### src/rtl/pump_signal_if.sv
`timescale 1ns/1ps
`default_nettype none
// ============================================================================
// Module  : pump_signal_if
// Brief   : Key-emulation bus between the auto-load sequencer and its parent.
// Revision: 1.0 - initial release
// ============================================================================
interface pump_signal_if;
    logic       download_i;
    logic [7:0] pump_o;
    logic       loading_o;
    logic       done_o;

    modport master (
        output download_i,
        input  pump_o,
        input  loading_o,
        input  done_o
    );

    modport slave (
        input  download_i,
        output pump_o,
        output loading_o,
        output done_o
    );
endinterface
`default_nettype wire

### src/rtl/pump_signal.sv
`timescale 1ns/1ps
`default_nettype none
// ============================================================================
// Module  : pump_signal
// Brief   : Power-up auto-load sequencer: emulates a front-panel key press after
//           PLL lock, tracks the ROM download, then releases the key bus for good.
//           Optional macro PUMP_RETRY_EN re-presses after an ARMED timeout.
// Revision: 1.0 - initial release
// ============================================================================
module pump_signal #(
    parameter int         DELAY_CYCLES   = 1024,
    parameter int         PULSE_CYCLES   = 256,
    parameter int         TIMEOUT_CYCLES = 4096,
    parameter int         MAX_RETRIES    = 3,
    parameter logic [7:0] KEY_MASK       = 8'h01
) (
    input  logic           clk_sys,
    input  logic           rst_n,
    pump_signal_if.slave   bus
);

    localparam int c_MAX_LIM_A = (DELAY_CYCLES > PULSE_CYCLES) ? DELAY_CYCLES : PULSE_CYCLES;
    localparam int c_MAX_LIM   = (c_MAX_LIM_A > TIMEOUT_CYCLES) ? c_MAX_LIM_A : TIMEOUT_CYCLES;
    localparam int c_CNT_W     = (c_MAX_LIM > 1) ? $clog2(c_MAX_LIM) : 1;

    localparam logic [c_CNT_W-1:0] c_DELAY_LAST   = c_CNT_W'(DELAY_CYCLES - 1);
    localparam logic [c_CNT_W-1:0] c_PULSE_LAST   = c_CNT_W'(PULSE_CYCLES - 1);
    localparam logic [c_CNT_W-1:0] c_TIMEOUT_LAST = c_CNT_W'(TIMEOUT_CYCLES - 1);
    localparam logic [7:0]         c_KEY_IDLE     = 8'hFF;
    localparam logic [7:0]         c_KEY_PRESS    = ~KEY_MASK;

    generate
        if (DELAY_CYCLES < 1 || PULSE_CYCLES < 1 || TIMEOUT_CYCLES < 1 || MAX_RETRIES < 0) begin : g_bad_params
            $error("pump_signal: cycle counts must be >= 1 and MAX_RETRIES >= 0");
        end
    endgenerate

    typedef enum logic [2:0] {
        S_WAIT    = 3'd0,
        S_PRESS   = 3'd1,
        S_ARMED   = 3'd2,
        S_LOADING = 3'd3,
        S_DONE    = 3'd4
    } state_t;

    state_t               r_state;
    logic [c_CNT_W-1:0]   r_cnt;
    logic [7:0]           r_pump;
    logic                 r_loading;
    logic                 r_done;
    logic                 r_dl_meta;
    logic                 r_dl_s;
    logic                 w_pre_load;

`ifdef PUMP_RETRY_EN
    localparam int                c_RTY_W   = (MAX_RETRIES > 0) ? $clog2(MAX_RETRIES + 1) : 1;
    localparam logic [c_RTY_W-1:0] c_RTY_MAX = c_RTY_W'(MAX_RETRIES);
    logic [c_RTY_W-1:0]           r_retry;
`endif

    // download_i comes from the IO controller's clock domain
    always_ff @(posedge clk_sys or negedge rst_n) begin
        if (!rst_n) begin
            r_dl_meta <= 1'b0;
            r_dl_s    <= 1'b0;
        end else begin
            r_dl_meta <= bus.download_i;
            r_dl_s    <= r_dl_meta;
        end
    end

    // Any state that has not yet seen the download may still be pre-empted by it
    assign w_pre_load = (r_state == S_WAIT) || (r_state == S_PRESS) || (r_state == S_ARMED);

    always_ff @(posedge clk_sys or negedge rst_n) begin
        if (!rst_n) begin
            r_state   <= S_WAIT;
            r_cnt     <= '0;
            r_pump    <= c_KEY_IDLE;
            r_loading <= 1'b0;
            r_done    <= 1'b0;
`ifdef PUMP_RETRY_EN
            r_retry   <= '0;
`endif
        end else if (w_pre_load && r_dl_s) begin
            r_state   <= S_LOADING;
            r_cnt     <= '0;
            r_pump    <= c_KEY_IDLE;
            r_loading <= 1'b1;
        end else begin
            case (r_state)
                S_WAIT: begin
                    if (r_cnt == c_DELAY_LAST) begin
                        r_state <= S_PRESS;
                        r_cnt   <= '0;
                        r_pump  <= c_KEY_PRESS;
                    end else begin
                        r_cnt <= r_cnt + 1'b1;
                    end
                end

                S_PRESS: begin
                    if (r_cnt == c_PULSE_LAST) begin
                        r_state <= S_ARMED;
                        r_cnt   <= '0;
                        r_pump  <= c_KEY_IDLE;
                    end else begin
                        r_cnt <= r_cnt + 1'b1;
                    end
                end

                S_ARMED: begin
                    if (r_cnt == c_TIMEOUT_LAST) begin
                        r_cnt <= '0;
`ifdef PUMP_RETRY_EN
                        if (r_retry < c_RTY_MAX) begin
                            r_retry <= r_retry + 1'b1;
                            r_state <= S_PRESS;
                            r_pump  <= c_KEY_PRESS;
                        end else begin
                            r_state <= S_DONE;
                            r_done  <= 1'b1;
                        end
`else
                        r_state <= S_DONE;
                        r_done  <= 1'b1;
`endif
                    end else begin
                        r_cnt <= r_cnt + 1'b1;
                    end
                end

                S_LOADING: begin
                    if (!r_dl_s) begin
                        r_state   <= S_DONE;
                        r_loading <= 1'b0;
                        r_done    <= 1'b1;
                    end
                end

                S_DONE: begin
                    // Terminal: later download activity must never re-press the key
                    r_state <= S_DONE;
                end

                default: begin
                    r_state   <= S_WAIT;
                    r_cnt     <= '0;
                    r_pump    <= c_KEY_IDLE;
                    r_loading <= 1'b0;
                    r_done    <= 1'b0;
                end
            endcase
        end
    end

    assign bus.pump_o    = r_pump;
    assign bus.loading_o = r_loading;
    assign bus.done_o    = r_done;

endmodule
`default_nettype wire

### src/flat_wrapper.sv
// flat-port wrapper written by rule: the top's interface ports become plain ports
module pump_signal_flat 
#(
    parameter int         DELAY_CYCLES   = 1024,
    parameter int         PULSE_CYCLES   = 256,
    parameter int         TIMEOUT_CYCLES = 4096,
    parameter int         MAX_RETRIES    = 3,
    parameter logic [7:0] KEY_MASK       = 8'h01
)
  (clk_sys, rst_n, bus_download_i, bus_pump_o, bus_loading_o, bus_done_o);
  pump_signal_if bus_i ();
  input  logic clk_sys;
  input  logic rst_n;
  input wire logic [$bits(bus_i.download_i)-1:0] bus_download_i;
  output wire logic [$bits(bus_i.pump_o)-1:0] bus_pump_o;
  output wire logic [$bits(bus_i.loading_o)-1:0] bus_loading_o;
  output wire logic [$bits(bus_i.done_o)-1:0] bus_done_o;
  assign bus_i.download_i = bus_download_i;
  assign bus_pump_o = bus_i.pump_o;
  assign bus_loading_o = bus_i.loading_o;
  assign bus_done_o = bus_i.done_o;
  pump_signal #(.DELAY_CYCLES(DELAY_CYCLES), .PULSE_CYCLES(PULSE_CYCLES), .TIMEOUT_CYCLES(TIMEOUT_CYCLES), .MAX_RETRIES(MAX_RETRIES), .KEY_MASK(KEY_MASK)) u_core (.clk_sys(clk_sys), .rst_n(rst_n), .bus(bus_i));
endmodule
### config.mk
export PLATFORM = sky130hd
export DESIGN_NAME = pump_signal_flat
export DESIGN_NICKNAME = d
export VERILOG_FILES = /design/src/rtl/pump_signal_if.sv /design/src/rtl/pump_signal.sv /design/src/flat_wrapper.sv
export SDC_FILE = /design/constraint.sdc
export NUM_CORES = 1
export LEC_CHECK = 0
export ABC_AREA = 1
export BUFFER_PORTS_ARGS = -buffer_cell sky130_fd_sc_hd__buf_2
export CAP_MARGIN = 15
export CORE_ASPECT_RATIO = 1.1
export CORE_MARGIN = 5
export CORE_UTILIZATION = 63
export DETAILED_ROUTE_END_ITERATION = 10
export PLACE_DENSITY = 0.93
export SYNTH_ARGS = -nofsm -noshare
export SYNTH_HDL_FRONTEND = slang
export SYNTH_SLANG_ARGS = --single-unit
### constraint.sdc
create_clock -name clk_sys -period 3 [get_ports clk_sys]
set_input_delay 0.6 -clock clk_sys [delete_from_list [all_inputs] [get_ports clk_sys]]
set_output_delay 0.6 -clock clk_sys [all_outputs]
set_load 0.005 [all_outputs]
=== After elaboration in Yosys (flattened, before gate mapping) ===
Index checks and enable logic that the tools add are counted.

* Flip-flop bits (word level): 27
* Input port bits: 3
* Output and inout bits: 10
* Logic and storage cells: 59

* Add/subtract/negate cells: 1
* Equal/unequal tests: 16
* Mux-type cells: 21
* Bitwise logic cells: 2
* Reduce and logical (&&, ||, !) cells: 12

{| class="wikitable"
|+ Operators with widths
! operator !! count
|-
| $mux 12 || 4
|-
| $pmux 12 s4 || 1
|-
| $mux 8 || 3
|-
| $pmux 8 s3 || 1
|-
| $mux 3 || 5
|-
| $pmux 3 s5 || 1
|-
| $add 12x1->12 const B || 1
|-
| $eq 12x10->1 const B || 1
|-
| $eq 12x12->1 const B || 1
|-
| $eq 12x8->1 const B || 1
|-
| $ne 3x3->1 const B || 4
|-
| $reduce_and 4->1 || 2
|-
| $eq 3x2->1 const B || 2
|-
| $ne 2x1->1 const B || 3
|-
| $reduce_or 3->1 || 2
|-
| $mux 1 || 4
|-
| $ne 2x2->1 const B || 2
|-
| $reduce_or 4->1 || 1
|-
| $eq 3x1->1 const B || 1
|-
| $eq 3x3->1 const B || 1
|-
| $logic_not 3->1 || 1
|-
| $pmux 1 s3 || 1
|-
| $reduce_and 3->1 || 1
|-
| $logic_or 1x1->1 || 2
|-
| other kinds (5) || 6
|}

=== Longest topological paths before layout ===
Gate-level depths: netlist (run 1).

* Depth in word-level cells: 6
* Mapped depth: 10

=== Worst setup path after synthesis (run 1) ===
Ideal clock, no wire load.

* Path kind: register to register
* Start: register u_core.r_cnt[0]
* End: register u_core.r_cnt[2]
* Arrival time: 1.288 ns
* Required time: 2.871 ns
* Slack: 1.583 ns
* Stages on the path, launching flop included: 9
* Buffers on the path: 0
* Clock period less this slack: 1.417 ns
* Path through: dfrtp_1 ha_1 nand2_1 nor2_2 nand3_1 nand2_1 nand3_2 nand2_4 a21oi_1

* Word-level cells in the longest chain between the ends: 4

{| class="wikitable"
|+ RTL lines
! item !! line !! source
|-
| start, declared || pump_signal.sv:47 || <nowiki>logic [c_CNT_W-1:0] r_cnt;</nowiki>
|-
| start signal, assigned || pump_signal.sv:98 || <nowiki>r_cnt <= r_cnt + 1'b1;</nowiki>
|-
| start signal, assigned || pump_signal.sv:108 || <nowiki>r_cnt <= r_cnt + 1'b1;</nowiki>
|-
| start signal, assigned || pump_signal.sv:129 || <nowiki>r_cnt <= r_cnt + 1'b1;</nowiki>
|-
| $add 12x1->12, or another cell as far along || pump_signal.sv:98, pump_signal.sv:108, pump_signal.sv:129 ||
|-
| $mux 12, on equally long branches || pump_signal.sv:113, pump_signal.sv:93, pump_signal.sv:103 ||
|-
| $pmux 12 s4 * || pump_signal.sv:91 || <nowiki>case (r_state)</nowiki>
|-
| $mux 12 * || pump_signal.sv:85 || <nowiki>end else if (w_pre_load && r_dl_s) begin</nowiki>
|}

Mark *: on every way between the ends. The rest lies on a longest branch, timed or not.
A chain may end at the register's enable or synchronous reset.

=== Worst setup path after layout (run 1) ===
Same ends and word-level chain as after synthesis.

==> reports/metrics.csv, run 1 <==
stage,metric,value,unit
status,status,"complete, no violations",
clock_tree,"CTS clk-pin slew, worst paths",0.12,ns
clock_tree,CTS-repair resized insts,0,
clock_tree,clk sinks,20,
setup_path,Worst Setup Start Kind,flop,
clock_tree,Clock Tree Root,clkbuf_4,
sta,Final min period,1.65,ns
placement,placed cell areas,1430,sq um
sta,Final Hold Viols,0,
clock_tree,Hold Buf Count CTS,0,
cells_and_area,most frequent cells in the layout,"nand2_1 (44), dfrtp_1 (19), inv_1 (18)",
logic_synthesis,post-synthesis sequential area ratio,0.355,
pwr,overall power,0.00119,W
grt,grt total ovfl,0,
grt,first-pass GRT wire length,5110,microns
pwr,VDD IR max,0.815,mV
logic_synthesis,post-synthesis simple-gate area fraction,0.387,
setup_path,critical path depth in cells,8,
sta,Final Skew,0.00433,ns
sta,"Slew Viols, Final",0,
clock_tree,CTS tree,done,
pwr,Combinational Power Share,0.490,
setup_path,crit path max fanout,8,
pwr,switching share of power,0.446,
clock_tree,# Post-CTS Setup Buffers,0,
logic_synthesis,largest family of logic cells by synthesized area,simple AND/OR/NAND/NOR gates,
floorplanning,core area,2180,sq um
drt,initial DRC count,62,
sta,Fin Hold WS,0.217,ns
flow_run,Max-cap violations,0,
placement,Port Buffers,5,
grt,largest net degree at the start of global routing,21,
logic_synthesis,Post-synth ARST share,1.00,
logic_synthesis,#FFs+latches synth,20,
setup_path,reg2reg setup slack,1.35,ns
cells_and_area,final instance area,1490,sq um
sta,RSZ-0062 raised after global routing,false,
clock_tree,htree depth,1,
sta,final worst-path cycle share,0.549,
sta,Fmax achieved,0.607,GHz
setup_path,crit-path max cell delay,0.43,ns
drt,drt drc,0,
drt,routed wire length,2920,microns
grt,GRT Util Overall,0.217,
floorplanning,Die X,55.1,microns
sta,Final setup viols,0,
sta,setup TNS,0,ns
logic_synthesis,Synth Instances,174,
floorplanning,Starting Density,0.646,
logic_synthesis,post-synthesis xor/xnor area fraction,0.0310,
setup_path,"delay-heaviest family, CP",simple AND/OR/NAND/NOR gates,
drt,Vias/cell,5.57,
logic_synthesis,post-synthesis cell area,1410,sq um
drt,Initial DRT Pass Iterations,4,
pwr,clock power share,0.187,
grt,vias in the first global route,1158,
cells_and_area,"most common cell after layout, fill and taps aside",nand2_1,
logic_synthesis,YS warnings,0,
setup_path,Buf/Inv on CP,0,
sta,Least-Margin Pin Slew,0.561,ns
logic_synthesis,Compound-Gate Fraction of Synth Area,0.113,
drt,Via Count,1176,
cells_and_area,final antenna diode count,0,
setup_path,"Top cell by count, worst path",nand2_1,
logic_synthesis,Post-synth EDFFs,0,
pwr,Leakage,0.678,nW
setup_path,critical path capture point type,flop,
clock_tree,TritonCTS Buffers,3,
logic_synthesis,"Avg Cell Area, Syn",8.11,sq um
clock_tree,Skew-Pair Late Insertion Delay,0.31,ns
setup_path,r2r worst-path depth,8,
floorplanning,Site Rows,18,
cells_and_area,synthesis-to-layout area growth,5.23,%
placement,HPWL Detailed,2160,microns
drt,Post-DRT Antenna Nets,0,
floorplanning,die boundary height,59.6,microns
pwr,Int Pwr,0.000658,W
drt,drt wl/cell,13.8,microns
logic_synthesis,ys flop type,dfrtp_1,
pwr,pwr dens,800,nW/um^2
worst_hold_path,Worst Hold Class,primary input to async pin,
setup_path,slowest cell on the critical path,dfrtp_1,
floorplanning,DIE AREA,3290,sq um
setup_path,cells along the critical path,ha_1 -> nand2_1 -> nor2_2 -> nand4_1 -> nand2_1 -> nand3_2 -> nand2_4 -> a21oi_1,
floorplanning,I/O pin count,13,
sta,Slew HR,0.626,
pwr,switching power,0.000531,W
setup_path,Crit path required time,3.19,ns
cells_and_area,share of cells above drive strength 1,0.227,
setup_path,Setup CP Type,flop to flop,
placement,gpl congestion,0.956,
logic_synthesis,adder-cell share of the synthesized area,0.00887,
setup_path,Critical Path AT,1.84,ns
cells_and_area,# nets final,186,
logic_synthesis,Unique masters post-synth,33,
clock_tree,Clock Path Buffers,2,
pwr,sequential share of power,0.323,
grt,initial antenna violation count,0,
logic_synthesis,multiplexer share of the synthesized area,0,
[power by group through the flow]
stage	Combinational [W]	Clock, W	Sequential, W
global placement	0.000552	0	0.000385
floorplan	0.000483	0	0.000367
detailed placement	0.000570	0	0.000390
global route	0.000641	0.000240	0.000392
CTS	0.000579	0.000227	0.000384
finish	0.000582	0.000223	0.000384
[registers in the layout, indices dropped and copies added, names as in the netlist]
| name | cells |
|---|---|
| u_core.bus.pump_o | 1 |
| u_core.r_dl_meta | 1 |
| u_core.bus.done_o | 1 |
| u_core.r_state | 3 |
| u_core.r_cnt | 12 |
| u_core.bus.loading_o | 1 |
| u_core.r_dl_s | 1 |
[cell families after synthesis]
| group | Yosys count |
|---|---|
| flip-flops | 20 |
| other | 1 |
| AO/OA/AOI/OAI | 23 |
| buffers and inverters | 29 |
| adder cells (fa/ha/maj) | 1 |
| AND/OR/NAND/NOR | 95 |
| XOR/XNOR | 5 |
[per-layer routing]
metal / GRT usage / wire length, microns / vias up
li1: - / - / 570
met1: 0.279 / 1150 / 532
met2: 0.334 / 1440 / 58
met3: 0.0378 / 191 / 16
met4: 0.132 / 140 / 0
met5: 0 / 0 / -
[area by class of cell]
type | instances | area (sq um)
inverters | 21 | 78.8
well taps | 30 | 37.5
multi-input cells | 131 | 790
fillers | 169 | 699
flip-flops and latches | 20 | 502
clock inverters | 1 | 30.0
repair buffers | 5 | 25.0
clock buffers | 3 | 22.5
[synthesized netlist by cell type (all sizes together), types with 2 or more instances]
cell | number | share of area
nand2 | 50 | 0.16
inv | 21 | 0.056
nand3 | 19 | 0.082
nor3 | 6 | 0.040
dfrtp | 19 | 0.34
xor2 | 5 | 0.031
a21oi | 7 | 0.033
a31oi | 2 | 0.0089
nand4 | 5 | 0.022
o21ai | 12 | 0.061
buf | 8 | 0.045
nor2 | 14 | 0.077
[through the flow]
stage	setup WS (ns)	cells	utilization
floorplan	1.58	180	-
global placement	1.47	207	0.656
detailed placement	1.39	207	0.656
CTS	1.34	211	0.680
global route	1.23	211	0.680
finish	1.35	211	0.680
[final timing paths]
check,startpoint,endpoint
worst max-delay path,u_core.r_cnt[0],u_core.r_cnt[2]
worst min-delay path,rst_n,u_core.r_cnt[3]
worst max register to register,u_core.r_cnt[0],u_core.r_cnt[2]
worst min register to register,u_core.r_dl_meta,u_core.r_dl_s
max in group asynchronous,rst_n,u_core.bus.pump_o[0]
min in group clk_sys,u_core.r_dl_meta,u_core.r_dl_s
Note: power is estimated with default switching activity, not from simulation.
==> run 2: changes to the inputs <==
CORE_UTILIZATION = 58   (was 63)
PLACE_DENSITY = 0.87   (was 0.93)
clock period = 1.7 ns   (was 3 ns; I/O delays follow)
==> run 2 against run 1 <==
  * Clock power up 6%
  * First-iteration DRC count down 39%
  * Sequential cell count unchanged
  * Core utilization down 3.2 points
  * Critical endpoint is now u_core.r_cnt[4]
  * Largest cell class unchanged
  * Highest routed layer unchanged
==> reports/metrics.csv, run 2 (synthesis gave the netlist of run 1 again) <==
stage,metric,value,unit,change
cells_and_area,Sequential Area,502,sq um,unchanged
grt,largest net degree at the start of global routing,21,,unchanged
drt,Initial DRT Pass Iterations,4,,unchanged
clock_tree,clk sinks,20,,unchanged
cells_and_area,synthesis-to-layout area growth,5.50,%,
pwr,sequential share of power,0.346,,+0.023
drt,Post-DRT Antenna Nets,0,,unchanged
drt,initial DRC count,38,,-39%
floorplanning,DIE AREA,3520,sq um,+7.1%
drt,drt drc,0,,unchanged
drt,Vias/cell,5.57,,-0.14%
drt,drt wl/cell,13.5,microns,-2.3%
placement,HPWL Detailed,2140,microns,-1.1%
pwr,clock power share,0.122,,-0.065
placement,gpl congestion,0.939,,-1.8%
floorplanning,core area,2300,sq um,+5.2%
status,status,"complete, no violations",,
cells_and_area,most frequent cells in the layout,"nand2_1 (44), dfrtp_1 (19), inv_1 (18)",,
clock_tree,Clock Tree Root,clkbuf_4,,
setup_path,Worst Setup Start Kind,flop,,
pwr,Leakage,0.680,nW,+0.27%
sta,Final setup viols,0,,unchanged
cells_and_area,Final Core Density,0.648,,-0.0317
floorplanning,I/O pin count,13,,unchanged
cells_and_area,final instance area,1490,sq um,+0.25%
grt,grt total ovfl,0,,unchanged
sta,Fin Hold WS,0.137,ns,-0.0800 ns
clock_tree,htree depth,1,,unchanged
pwr,switching power,0.000906,W,+71%
cells_and_area,final antenna diode count,0,,unchanged
sta,Fmax achieved,0.631,GHz,+4.0%
setup_path,Critical Path AT,1.82,ns,-0.02 ns
grt,initial antenna violation count,0,,unchanged
placement,Port Buffers,5,,unchanged
grt,GRT Util Overall,0.177,,-0.0408
pwr,pwr dens,1300,nW/um^2,+63%
clock_tree,Skew-Pair Late Insertion Delay,0.31,ns,about the same
setup_path,critical path capture point type,flop,,
cells_and_area,footprint of the multi-input gates,795,sq um,+0.63%
cells_and_area,"Most flops, register",u_core.r_cnt,,
flow_run,Max-cap violations,0,,unchanged
pwr,Combinational Power Share,0.533,,+0.043
cells_and_area,Largest register FFs,12,,unchanged
sta,Final Hold Viols,0,,unchanged
pwr,VDD IR max,1.26,mV,+54%
clock_tree,TritonCTS Buffers,3,,unchanged
sta,Final Skew,0.00861,ns,+0.00428 ns
setup_path,Setup CP Type,flop to flop,,
cells_and_area,share of cells above drive strength 1,0.228,,+0.00174
cells_and_area,fillers,169,,unchanged
drt,routed wire length,2890,microns,-0.96%
placement,placed cell areas,1440,sq um,+0.52%
sta,setup TNS,0,ns,unchanged
worst_hold_path,Worst Hold Class,primary input to flop,,
clock_tree,Clock Path Buffers,2,,unchanged
floorplanning,die boundary height,61.7,microns,+3.5%
cells_and_area,# nets final,189,,+1.6%
setup_path,Crit path required time,1.94,ns,-1.25 ns
cells_and_area,Regs by FF count,"u_core.r_cnt x12, u_core.r_state x3",,
pwr,switching share of power,0.467,,+0.0206
sta,RSZ-0062 raised after global routing,false,,
sta,final worst-path cycle share,0.932,,+0.383
grt,first-pass GRT wire length,4800,microns,-6.1%
floorplanning,Die X,57.0,microns,+3.5%
pwr,Int Pwr,0.00103,W,+57%
floorplanning,Starting Density,0.614,,-0.0317
clock_tree,"CTS clk-pin slew, worst paths",0.11,ns,about the same
setup_path,crit path max fanout,10,,+2
drt,Via Count,1191,,+1.3%
sta,Final min period,1.58,ns,-0.0638 ns
cells_and_area,"most common cell after layout, fill and taps aside",nand2_1,,
clock_tree,CTS tree,done,,
floorplanning,Site Rows,18,,unchanged
sta,"Slew Viols, Final",0,,unchanged
grt,vias in the first global route,1129,,-2.5%
run 2: power groups by stage:
stage | combinational (W) | sequential [W] | clock (W)
detailed placement | 0.00101 | 0.000681 | 0
CTS | 0.00103 | 0.000674 | 0.000242
finish | 0.00103 | 0.000671 | 0.000236
global placement | 0.000994 | 0.000674 | 0
global route | 0.00115 | 0.000684 | 0.000262
floorplan | 0.000853 | 0.000647 | 0
run 2: per-layer routing:
metal	vias up	routed length, microns	global-route usage
met4	0	55	0.106
met5	-	0	0
met3	4	249	0.0310
met2	54	1400	0.295
met1	554	1190	0.217
li1	579	-	-
run 2: final timing paths:
path	startpoint	to	slack [ns]	cells after the start
max	u_core.r_state[2]	u_core.r_cnt[4]	0.12	5
min in group asynchronous	rst_n	u_core.r_cnt[3]	0.49	2
max reg2reg	u_core.r_state[2]	u_core.r_cnt[4]	0.12	5
max in group asynchronous	rst_n	u_core.bus.pump_o[0]	0.86	2
min	bus_download_i	u_core.r_dl_meta	0.14	1
min reg2reg	u_core.r_dl_meta	u_core.r_dl_s	0.37	0
run 2: timing repair:
action	4_1_cts	5_1_grt
resized for setup	0	1
setup endpoints to repair	0	9
hold endpoints to repair	19	0
buffers inserted	0	1
hold buffers	1	0
run 2: final cells by class:
class                   instances  area share
well taps                      30      0.0252
clock buffers                   4      0.0176
repair buffers                  8      0.0336
flip-flops and latches         20       0.337
multi-input cells             131       0.534
inverters                      21      0.0529
run 2: critical path, cell delays in order (launching register included):
cell and delay, ns:
dfrtp_1 0.55, buf_4 0.24, o21ai_4 0.29, nand2_1 0.13
xor2_1 0.17, a21oi_1 0.14
run 2: metrics by stage:
step                instances  setup slack [ns]  power, W
finish                    214             0.115   0.00194
global route              214           0.00432   0.00210
CTS                       213            0.0512   0.00194
floorplan                 180             0.283   0.00150
detailed placement        208            0.0670   0.00170
global placement          208             0.197   0.00167
==> run 3: changes to the inputs <==
--- a/config.mk
+++ b/config.mk
@@ -12,5 +12,5 @@
 export CORE_MARGIN = 5
-export CORE_UTILIZATION = 58
+export CORE_UTILIZATION = 50
 export DETAILED_ROUTE_END_ITERATION = 10
-export PLACE_DENSITY = 0.87
+export PLACE_DENSITY = 0.78
 export SYNTH_ARGS = -nofsm -noshare
==> constraint.sdc (replaced) <==
create_clock -name clk_sys -period 1.7 [get_ports clk_sys]
set_input_delay 0.085 -clock clk_sys [delete_from_list [all_inputs] [get_ports clk_sys]]
set_output_delay 0.085 -clock clk_sys [all_outputs]
set_load 0.005 [all_outputs]
==> run 3 against run 2 <==
  * Total power grew 2.6%
  * Register-to-register slack is essentially flat
  * Core utilization shrank 9.1 points
  * Highest routed layer unchanged
  * Sequential cell count is the same
  * Critical path depth grew 3
  * Count of clock-buffer cells in the layout is the same
  * Non-clock buffer count grew 2
  * Sequential power shrank 2%
  * Worst hold slack gained 0.11 ns
  * Sequential share of layout area shrank 0.69 points
  * Largest power group unchanged
  * Via count shrank 4.4%
  * Clock power grew 16%
==> reports/metrics.csv, run 3 (synthesis gave the netlist of run 1 again) <==
stage,metric,value,unit,change
cells_and_area,fillers,246,,+46%
setup_path,crit-path max cell delay,0.42,ns,-0.13 ns
drt,drt drc,0,,unchanged
setup_path,Critical Path AT,1.75,ns,-0.07 ns
drt,Post-DRT Antenna Nets,0,,unchanged
cells_and_area,"non-filler cells, final",219,,+2.3%
pwr,pwr dens,1310,nW/um^2,+0.49%
floorplanning,Starting Density,0.517,,-0.0969
clock_tree,clk sinks,20,,unchanged
setup_path,Crit path required time,1.88,ns,-0.06 ns
placement,dpl cells,211,,+1.4%
setup_path,critical path capture point type,flop,,
drt,Via Count,1139,,-4.4%
grt,grt total ovfl,0,,unchanged
grt,vias in the first global route,1148,,+1.7%
cells_and_area,Sequential Area,502,sq um,unchanged
grt,initial antenna violation count,0,,unchanged
placement,placed cell areas,1440,sq um,+0.26%
placement,"worst slack, placed",0.121,ns,+0.0544 ns
setup_path,"Top cell by count, worst path",nand3_2,,
cells_and_area,final antenna diode count,0,,unchanged
setup_path,"delay-heaviest family, CP",simple AND/OR/NAND/NOR gates,,
pwr,VDD IR max,1.04,mV,-17%
cells_and_area,Largest register FFs,12,,unchanged
cells_and_area,Regs by FF count,"u_core.r_cnt x12, u_core.r_state x3",,
pwr,overall power,0.00199,W,+2.6%
placement,Port Buffers,5,,unchanged
floorplanning,Site Rows,20,,+2
cells_and_area,# nets final,191,,+1.1%
placement,gpl congestion,0.944,,+0.55%
cells_and_area,final instance area,1520,sq um,+2.1%
sta,Final min period,1.57,ns,-0.0128 ns
cells_and_area,"most common cell after layout, fill and taps aside",nand2_1,,
setup_path,crit path max fanout,8,,-2
clock_tree,Clock Path Buffers,2,,unchanged
sta,final worst-path cycle share,0.925,,-0.00756
pwr,Leakage,0.696,nW,+2.3%
floorplanning,die boundary height,65.7,microns,+6.5%
setup_path,Worst Setup Start Kind,flop,,
grt,largest net degree at the start of global routing,21,,unchanged
sta,Final setup viols,0,,unchanged
clock_tree,TritonCTS Buffers,3,,unchanged
grt,first-pass GRT wire length,4840,microns,+0.86%
setup_path,Buf/Inv on CP,0,,-1
setup_path,reg2reg setup slack,0.13,ns,about the same
worst_hold_path,Worst Hold Class,primary input to async pin,,
cells_and_area,share of cells above drive strength 1,0.237,,+0.00830
cells_and_area,footprint of the multi-input gates,795,sq um,unchanged
sta,Fin Hold WS,0.252,ns,+0.115 ns
sta,Fmax achieved,0.636,GHz,+0.82%
setup_path,CP Launch Point,u_core.r_cnt[0],,
sta,Setup WS post-layout,0.128,ns,+0.0128 ns
drt,drt wl/cell,12.0,microns,-11%
floorplanning,core area,2730,sq um,+19%
clock_tree,Clock Tree Root,clkbuf_4,,
sta,"Slew Viols, Final",0,,unchanged
setup_path,slowest cell on the critical path,dfrtp_1,,
floorplanning,Die X,60.7,microns,+6.3%
flow_run,Max-cap violations,0,,unchanged
setup_path,cells along the critical path,ha_1 -> nand2_1 -> nor2_4 -> nand3_2 -> nand2_2 -> nand3_2 -> nand2_4 -> a21oi_1,,
drt,Initial DRT Pass Iterations,4,,unchanged
sta,Final Hold Viols,0,,unchanged
drt,Vias/cell,5.20,,-6.5%
clock_tree,CTS tree,done,,
cells_and_area,"Most flops, register",u_core.r_cnt,,
setup_path,Setup CP Type,flop to flop,,
clock_tree,"CTS clk-pin slew, worst paths",0.11,ns,about the same
clock_tree,htree depth,1,,unchanged
setup_path,reg2reg start,u_core.r_cnt[0],,
floorplanning,I/O pin count,13,,unchanged
cells_and_area,synthesis-to-layout area growth,7.71,%,
cells_and_area,most frequent cells in the layout,"nand2_1 (44), dfrtp_1 (19), inv_1 (18)",,
placement,HPWL Detailed,2070,microns,-2.9%
drt,initial DRC count,44,,+16%
clock_tree,Skew-Pair Late Insertion Delay,0.30,ns,about the same
drt,routed wire length,2630,microns,-9.2%
status,status,"complete, no violations",,
sta,Final Skew,0.00424,ns,-0.00437 ns
setup_path,r2r worst-path depth,8,,+3
floorplanning,DIE AREA,3990,sq um,+13%
grt,GRT Util Overall,0.158,,-0.0182
setup_path,reg2reg end,u_core.r_cnt[2],,
run 3: changes by cell type in the layout (fill, tap and decap cells not counted), sizes merged:
| cell | previous run | this run |
|---|---|---|
| buf | 7 | 8 |
| dlygate4sd3 | 1 | 2 |
run 3: per-stage QoR:
step / util / setup TNS (ns)
after floorplan: - / 0
after global placement: 0.529 / 0
after detailed placement: 0.529 / 0
after CTS: 0.550 / 0
after global routing: 0.557 / -0.0601
final: 0.557 / 0
run 3: where the power goes:
part / leakage [nW] / switching [W] / internal [W]
clock: 0.0210 / 0.000143 / 0.000131
combinational: 0.414 / 0.000680 / 0.000378
sequential: 0.261 / 0.0000840 / 0.000576
run 3: how the worst max path moves through the flow:
stage,cells past startpoint,slack (ns),end
after floorplan,8,0.28,u_core.r_cnt[2]
final,8,0.13,u_core.r_cnt[2]
after global routing,8,-0.02,u_core.r_cnt[3]
after CTS,8,0.11,u_core.r_cnt[3]
after global placement,8,0.20,u_core.r_cnt[2]
after detailed placement,8,0.12,u_core.r_cnt[3]
run 3: layer usage:
metal	wire length, microns	track usage	vias up	part of all wire
met5	0	0	-	0
met4	46	0.0786	0	0.018
met3	77	0.0295	6	0.029
met2	1330	0.254	15	0.51
met1	1170	0.200	539	0.45
li1	-	-	579	-
run 3: worst register-to-register path, stage by stage (launching register included):
cell,delay (ns)
dfrtp_1,0.42
ha_1,0.19
nand2_1,0.14
nor2_4,0.18
nand3_2,0.12
nand2_2,0.09
nand3_2,0.10
nand2_4,0.13
a21oi_1,0.08
run 3: final cells by class:
type | instances | area share
inverters | 21 | 0.0519
flip-flops and latches | 20 | 0.330
repair buffers | 10 | 0.0444
clock buffers | 4 | 0.0239
multi-input cells | 131 | 0.523
well taps | 33 | 0.0272
run 3: timing repair:
action	in CTS	in global routing
resized for setup	0	1
endpoints found under the hold margin	20	0
buffers inserted	0	2
hold buffers	2	0
endpoints found under the setup margin	0	8
